$ cat config.mk
export PLATFORM = sky130hd
export DESIGN_NAME = instr_prefetch_buffer
export DESIGN_NICKNAME = d
export VERILOG_FILES = /design/src/rtl/instr_prefetch_buffer.sv
export SDC_FILE = /design/constraint.sdc
export NUM_CORES = 2
export LEC_CHECK = 0
export ABC_AREA = 0
export BUFFER_PORTS_ARGS = -buffer_cell sky130_fd_sc_hd__buf_2
export CORE_MARGIN = 2
export CORE_UTILIZATION = 60
export DETAILED_ROUTE_END_ITERATION = 16
export PLACE_DENSITY = 0.93
export SLEW_MARGIN = 20
export SYNTH_ARGS = -nofsm -noshare
export SYNTH_HDL_FRONTEND = slang
export SYNTH_SLANG_ARGS = --single-unit
export TNS_END_PERCENT = 50
$ cat constraint.sdc
create_clock -name clk -period 20.5 [get_ports clk]
set_clock_uncertainty 0.1 [all_clocks]
set_input_delay 3.075 -clock clk [delete_from_list [all_inputs] [get_ports clk]]
set_output_delay 3.075 -clock clk [all_outputs]
set_load 0.02 [all_outputs]
$ cat src/rtl/instr_prefetch_buffer.sv
// -----------------------------------------------------------------------------
// instr_prefetch_buffer
//
// Byte-granular instruction prefetch queue feeding the fetch stage. A circular
// byte buffer is filled from instruction memory with 8-byte reads starting at
// fill_pc, and fetch sees a 10-byte window beginning at win_pc (long enough
// for the longest Y86-64 instruction). Fetch retires 1..10 bytes per cycle; a
// redirect flushes everything and restarts filling at redirect_pc.
//
// Ports:
//   clk          : rising-edge clock
//   reset        : asynchronous, active-high reset
//   redirect     : flush queue and restart at redirect_pc
//   redirect_pc  : new fetch PC
//   consume      : fetch retires consume_len bytes this cycle
//   consume_len  : bytes to retire (legal 1..win_count)
//   win_bytes    : window bytes, byte k at [8k+7:8k]
//   win_count    : number of valid window bytes, min(occupancy, 10)
//   win_pc       : address of window byte 0
//   win_err      : a memory fault lies just past the valid bytes
//   mem_req      : memory read request
//   mem_addr     : byte address of the 8-byte read
//   mem_ack      : request accepted, data valid this cycle
//   mem_data     : read data, byte at mem_addr in [7:0]
//   mem_err      : qualifies mem_ack, the read faulted
// -----------------------------------------------------------------------------
module instr_prefetch_buffer #(
  parameter int DEPTH = 32
) (
  input  logic        clk,
  input  logic        reset,
  input  logic        redirect,
  input  logic [63:0] redirect_pc,
  input  logic        consume,
  input  logic [3:0]  consume_len,
  output logic [79:0] win_bytes,
  output logic [3:0]  win_count,
  output logic [63:0] win_pc,
  output logic        win_err,
  output logic        mem_req,
  output logic [63:0] mem_addr,
  input  logic        mem_ack,
  input  logic [63:0] mem_data,
  input  logic        mem_err
);

  localparam int AW = $clog2(DEPTH);

  typedef enum logic [1:0] {
    IDLE,
    REQ,
    DISCARD,
    HALT
  } state_t;

  state_t          state_q, state_d;
  logic [7:0]      buf_q [DEPTH];
  logic [AW-1:0]   head_q, head_d;
  logic [AW-1:0]   tail_q, tail_d;
  logic [AW:0]     occ_q, occ_d;
  logic [63:0]     fill_pc_q, fill_pc_d;
  logic [63:0]     win_pc_q, win_pc_d;
  logic [63:0]     req_addr_q, req_addr_d;
  logic            err_q, err_d;
  logic            consume_ok;
  logic            fill_ok;
  logic            has_room;

  // The window count saturates at 10; it is the only gate fetch needs to
  // decide how many bytes it may retire.
  always_comb begin
    if (occ_q >= (AW+1)'(10)) begin
      win_count = 4'd10;
    end else begin
      win_count = occ_q[3:0];
    end
  end

  // The window is a straight combinational view of storage starting at the
  // head pointer; the AW-bit index wraps naturally past the end of the buffer.
  for (genvar k = 0; k < 10; k++) begin : g_win
    assign win_bytes[8*k +: 8] = buf_q[head_q + AW'(k)];
  end

  // Accept/write qualifiers. A consume longer than win_count (which also
  // covers anything above 10) or of length 0 is simply ignored. A redirect
  // beats both consume and fill, so a same-cycle ack is dropped.
  always_comb begin
    consume_ok = consume && (consume_len != 4'd0) && (consume_len <= win_count) && !redirect;
    fill_ok    = (state_q == REQ) && mem_ack && !mem_err && !redirect;
    has_room   = occ_q <= (AW+1)'(DEPTH - 8);
  end

  // Request interface. mem_addr comes from a register captured when the
  // request is launched, so it stays put through DISCARD even though a
  // redirect has already moved fill_pc.
  always_comb begin
    mem_req  = (state_q == REQ) || (state_q == DISCARD);
    mem_addr = mem_req ? req_addr_q : 64'd0;
    win_pc   = win_pc_q;
    win_err  = err_q && (win_count < 4'd10);
  end

  // Next-state logic: pointer/occupancy arithmetic first (consume and fill
  // both contribute), then the FSM, then the redirect override which wipes
  // the queue and clears the error latch last so it always wins.
  always_comb begin
    state_d    = state_q;
    head_d     = head_q;
    tail_d     = tail_q;
    occ_d      = occ_q;
    fill_pc_d  = fill_pc_q;
    win_pc_d   = win_pc_q;
    req_addr_d = req_addr_q;
    err_d      = err_q;

    if (consume_ok) begin
      head_d   = head_q + AW'(consume_len);
      occ_d    = occ_d - (AW+1)'(consume_len);
      win_pc_d = win_pc_q + 64'(consume_len);
    end

    if (fill_ok) begin
      tail_d    = tail_q + AW'(8);
      occ_d     = occ_d + (AW+1)'(8);
      fill_pc_d = fill_pc_q + 64'd8;
    end

    case (state_q)
      IDLE: begin
        if (!redirect && !err_q && has_room) begin
          state_d    = REQ;
          req_addr_d = fill_pc_q;
        end
      end
      REQ: begin
        if (mem_ack) begin
          if (!redirect && mem_err) begin
            err_d   = 1'b1;
            state_d = HALT;
          end else begin
            state_d = IDLE;
          end
        end else if (redirect) begin
          state_d = DISCARD;
        end
      end
      DISCARD: begin
        // The stale response is dropped whenever it shows up; a further
        // redirect while waiting changes nothing about that.
        if (mem_ack) begin
          state_d = IDLE;
        end
      end
      HALT: begin
        if (redirect) begin
          state_d = IDLE;
        end
      end
      default: state_d = IDLE;
    endcase

    if (redirect) begin
      occ_d     = '0;
      head_d    = '0;
      tail_d    = '0;
      win_pc_d  = redirect_pc;
      fill_pc_d = redirect_pc;
      err_d     = 1'b0;
    end
  end

  // Control state registers.
  always_ff @(posedge clk or posedge reset) begin
    if (reset) begin
      state_q    <= IDLE;
      head_q     <= '0;
      tail_q     <= '0;
      occ_q      <= '0;
      fill_pc_q  <= '0;
      win_pc_q   <= '0;
      req_addr_q <= '0;
      err_q      <= 1'b0;
    end else begin
      state_q    <= state_d;
      head_q     <= head_d;
      tail_q     <= tail_d;
      occ_q      <= occ_d;
      fill_pc_q  <= fill_pc_d;
      win_pc_q   <= win_pc_d;
      req_addr_q <= req_addr_d;
      err_q      <= err_d;
    end
  end

  // Byte storage. An accepted fill writes 8 consecutive bytes at tail, each
  // index wrapping independently so a write may straddle the buffer end.
  always_ff @(posedge clk or posedge reset) begin
    if (reset) begin
      for (int i = 0; i < DEPTH; i++) begin
        buf_q[i] <= 8'd0;
      end
    end else if (fill_ok) begin
      for (int i = 0; i < 8; i++) begin
        buf_q[tail_q + AW'(i)] <= mem_data[8*i +: 8];
      end
    end
  end

endmodule

==> summary.md <==
| Metric | Value |
|---|---|
| Detailed-route wire length per cell | `30.9 um` |
| Sequential element share of the synthesized area | `35.7%` |
| Type of origin of the critical path | `register` |
| Die footprint | `56100 um^2` |
| Clock group share of total power | `16.7%` |
| Sequential share of power | `25.0%` |
| Total area of multi-input combinational cells | `20000 um^2` |
| Wire length of the first global-routing pass | `178 mm` |
| Arrival time worst endpoint | `5230 ps` |
| Largest cells by area after synthesis | `sky130_fd_sc_hd__dfrtp_1, sky130_fd_sc_hd__mux4_2, sky130_fd_sc_hd__mux2_2` |
| Number of hold violations in the final report | `0` |
| Net load switching power | `2.56 mW` |
| DP Wirelength | `80.5 mm` |
| Synth warn | `0` |
| Max-slew violation count | `0` |
| Via-to-Cell Ratio | `7.56` |
| Critical path class | `register to output pin` |
| Insertion delay of the later-clocked pin in the worst-skew pair | `630 ps` |
| Cell count after synthesis | `2908` |
| Slack of the worst reg-to-reg path | `16350 ps` |
| Maximum fanout encountered on the critical timing path | `74` |
| Required time at the worst-slack endpoint | `17330 ps` |
| Maximum number of pins on one net before global-route repair | `160` |
| Worst-case vdd ir drop | `0.000126 V` |
| Iteration-0 DRC count of the detailed router | `4294` |
| Number of nets produced by synthesis | `3089` |
| Aggregate routed wire length | `120 mm` |
| Dominant cell type by area after synthesis | `sky130_fd_sc_hd__dfrtp_1` |
| Final GP Congestion | `1.05` |
| Most common cell after layout, fill and taps aside | `sky130_fd_sc_hd__dfrtp_1` |
| Top_reg_cell synth | `sky130_fd_sc_hd__dfrtp_1` |
| Total CTS buffers | `51` |
| Power Total | `5.45 mW` |
| Ratio of cells with drive above 1 in the final layout | `34.8%` |
| Core Box Area | `53700 um^2` |
| CTS tree | `built` |
| Vias post-DR | `29200` |
| Initial DRT Pass Iterations | `6` |
| Number of gates given a new drive strength after cts | `0` |
| Static Leak | `14.9 nW` |
| Maximum buffer depth of the clock tree | `3` |
| Hold Crit Class | `register to register` |
| Setup TNS Final | `0 ps` |
| Filler instances | `3727` |
| Gate power share | `58.4%` |
| Global-route usage over all layers | `42.3%` |
| Post-synth EDFFs | `0` |
| Synthesis-to-layout area growth | `12.0%` |
| Time the worst path needs with I/O delays and setup | `8400 ps` |
| Post-synthesis cell area | `32500 um^2` |
| Sw Share | `47.0%` |
| Relative slew margins | `19.3%` |
| Number of hold buffers added after cts | `0` |
| Area share of the leading cell type in the synthesized netlist | `35.7%` |
| Achievable Freq | `119 MHz` |
| Setup-failing EPs final | `0` |
| Total internal power | `2.89 mW` |
| Number of storage elements in the synthesis netlist | `464` |
| Synth cell types | `64` |
| Ratio of total power to cell area | `150 nW/um^2` |
| RSZ-0062 raised after global routing | `false` |
| Minimum setup slack in the final design | `12100 ps` |
| Number of antenna violations at the first check in global routing | `17` |
| Max-cap check violation count | `0` |
| Transition at the pin with the smallest max-transition slack | `1210 ps` |
| Reg clk slew, reported paths | `60 ps` |
| Vias in the first global route | `28300` |
| Kind of capture point of the worst setup path | `output pin` |
| Worst slack, placed | `12960 ps` |
| Status | `finished, final reports clean` |
| Crit share post-route | `41.0%` |
| Die width | `237 um` |
| Effective utilization at floorplan | `60.6%` |
| Final net count | `3300` |
| Buffers inserted during post-CTS setup optimization | `0` |
| Most frequent cells in the layout | `sky130_fd_sc_hd__dfrtp_1, sky130_fd_sc_hd__nand2_1, sky130_fd_sc_hd__mux4_2, sky130_fd_sc_hd__buf_2, sky130_fd_sc_hd__mux2_2` |
| CTS root buf | `sky130_fd_sc_hd__clkbuf_16` |
| Final routed DRC violation total | `0` |
| Proportion of register bits with asynchronous set or reset after synthesis | `100%` |
| Chip height | `237 um` |
| Area of all sequential standard cells | `11600 um^2` |
| I/O pin cnt | `352` |
| Site Rows | `85` |
| Sum of overflow across all layers after global routing | `0` |
| Count of input and output buffers | `351` |
| Number of H-tree levels | `2` |
| Avg Synthesized Cell Area | `11.2 um^2` |
| Clock sink total | `464` |
| Number of nets with antenna violations after routing | `0` |
cell families (layout without fill, tap and decap cells):
family                     count (synthesis)  count (layout)  share of synthesized area, %
and+or+nand+nor                         1001            1001                          14.9
xor gates and xnor gates                  67              67                          1.80
DFF                                      464             464                          35.7
AOI/OAI and AO/OA                        442             442                          8.67
other                                      0              13                             0
adders and majority gates                 43              43                          1.72
buffers and inverters                    278             524                          3.33
muxes                                    613             613                          33.9
Yosys cell counts (4+ instances only):
| cell | count |
|---|---|
| sky130_fd_sc_hd__a31oi_1 | 39 |
| sky130_fd_sc_hd__mux2_2 | 220 |
| sky130_fd_sc_hd__ha_1 | 40 |
| sky130_fd_sc_hd__nor4_1 | 35 |
| sky130_fd_sc_hd__and4_1 | 23 |
| sky130_fd_sc_hd__and3_1 | 22 |
| sky130_fd_sc_hd__a311oi_1 | 9 |
| sky130_fd_sc_hd__or2_2 | 6 |
| sky130_fd_sc_hd__and2_1 | 70 |
| sky130_fd_sc_hd__clkbuf_1 | 177 |
| sky130_fd_sc_hd__dfrtp_1 | 464 |
| sky130_fd_sc_hd__o31ai_1 | 35 |
| sky130_fd_sc_hd__nand4_1 | 65 |
| sky130_fd_sc_hd__a21oi_1 | 60 |
| sky130_fd_sc_hd__nand3_1 | 57 |
| sky130_fd_sc_hd__o311a_1 | 4 |
| sky130_fd_sc_hd__nand2b_1 | 14 |
| sky130_fd_sc_hd__a21o_1 | 7 |
| sky130_fd_sc_hd__xnor2_1 | 29 |
| sky130_fd_sc_hd__o21a_1 | 10 |
| sky130_fd_sc_hd__buf_2 | 28 |
| sky130_fd_sc_hd__o31a_1 | 10 |
| sky130_fd_sc_hd__nor2b_1 | 13 |
| sky130_fd_sc_hd__a211oi_1 | 19 |
| sky130_fd_sc_hd__mux4_2 | 368 |
| sky130_fd_sc_hd__o21ai_0 | 173 |
| sky130_fd_sc_hd__or4_1 | 42 |
| sky130_fd_sc_hd__o311ai_0 | 5 |
| sky130_fd_sc_hd__nor3_1 | 52 |
| sky130_fd_sc_hd__or3_1 | 14 |
| sky130_fd_sc_hd__mux2i_1 | 25 |
| sky130_fd_sc_hd__nor2_1 | 113 |
| sky130_fd_sc_hd__o41a_1 | 4 |
| sky130_fd_sc_hd__inv_1 | 38 |
| sky130_fd_sc_hd__nand2_1 | 459 |
| sky130_fd_sc_hd__a22o_1 | 49 |
| sky130_fd_sc_hd__nor4b_1 | 4 |
| sky130_fd_sc_hd__xor2_1 | 38 |
| sky130_fd_sc_hd__buf_1 | 32 |
worst paths after layout:
kind / start / endpoint / depth (start not counted)
worst min register to register: req_addr_q[63] / req_addr_q[63] / 2
worst min-delay path: req_addr_q[63] / req_addr_q[63] / 2
worst max-delay path: head_q[1] / win_bytes[24] / 7
max in group asynchronous: reset / buf_q[21] / 4
min in group asynchronous: reset / req_addr_q[13] / 2
worst max register to register: occ_q[4] / occ_q[5] / 12
stage by stage:
stage	cell area, um^2	hold slack, ps	instances	util [%]
floorplan	32500	342	2908	-
global placement	34700	359	3760	64.6
detailed placement	34700	367	3760	64.6
CTS	36300	381	3848	67.6
global route	36400	407	3857	67.8
finish	36400	378	3863	67.8
worst max-delay path, stage by stage (launching register included):
cell and delay (ps):
sky130_fd_sc_hd__dfrtp_4 820, sky130_fd_sc_hd__inv_1 250, sky130_fd_sc_hd__ha_4 860, sky130_fd_sc_hd__buf_4 940, sky130_fd_sc_hd__mux4_2 620, sky130_fd_sc_hd__mux4_2 500, sky130_fd_sc_hd__mux2_2 310, sky130_fd_sc_hd__buf_2 200
metal layers:
metal | vias up | wire length, um | GRT usage, %
met5 | - | 179 | 0.519
met4 | 14 | 11600 | 30.6
met3 | 847 | 18400 | 18.7
met2 | 2789 | 54000 | 64.9
met1 | 14000 | 35300 | 47.2
li1 | 11600 | - | -
registers in the layout (all words and copies together), names as in the netlist:
name / flops
win_pc: 64
tail_q: 2
occ_q: 6
fill_pc_q: 64
head_q: 5
state_q: 2
buf_q: 256
err_q: 1
req_addr_q: 64
power by group through the flow:
stage	Sequential, mW	Clock, mW	Combinational, mW
5_1_grt	1.38	0.942	3.27
4_1_cts	1.34	0.904	2.99
3_3_place_gp	1.34	0	2.90
2_1_floorplan	1.25	0	2.09
6_report	1.36	0.909	3.18
3_5_place_dp	1.35	0	2.96
area by class of cell:
cell class	instances	share of cell area, %
antenna	13	0.0893
clock buffer	71	3.96
clock inverter	17	0.433
inverter	40	0.440
multi-input combinational	2166	54.9
sequential	464	31.9
tap	696	2.39
timing repair buffer	396	5.92
(Power assumes the default switching activity.)
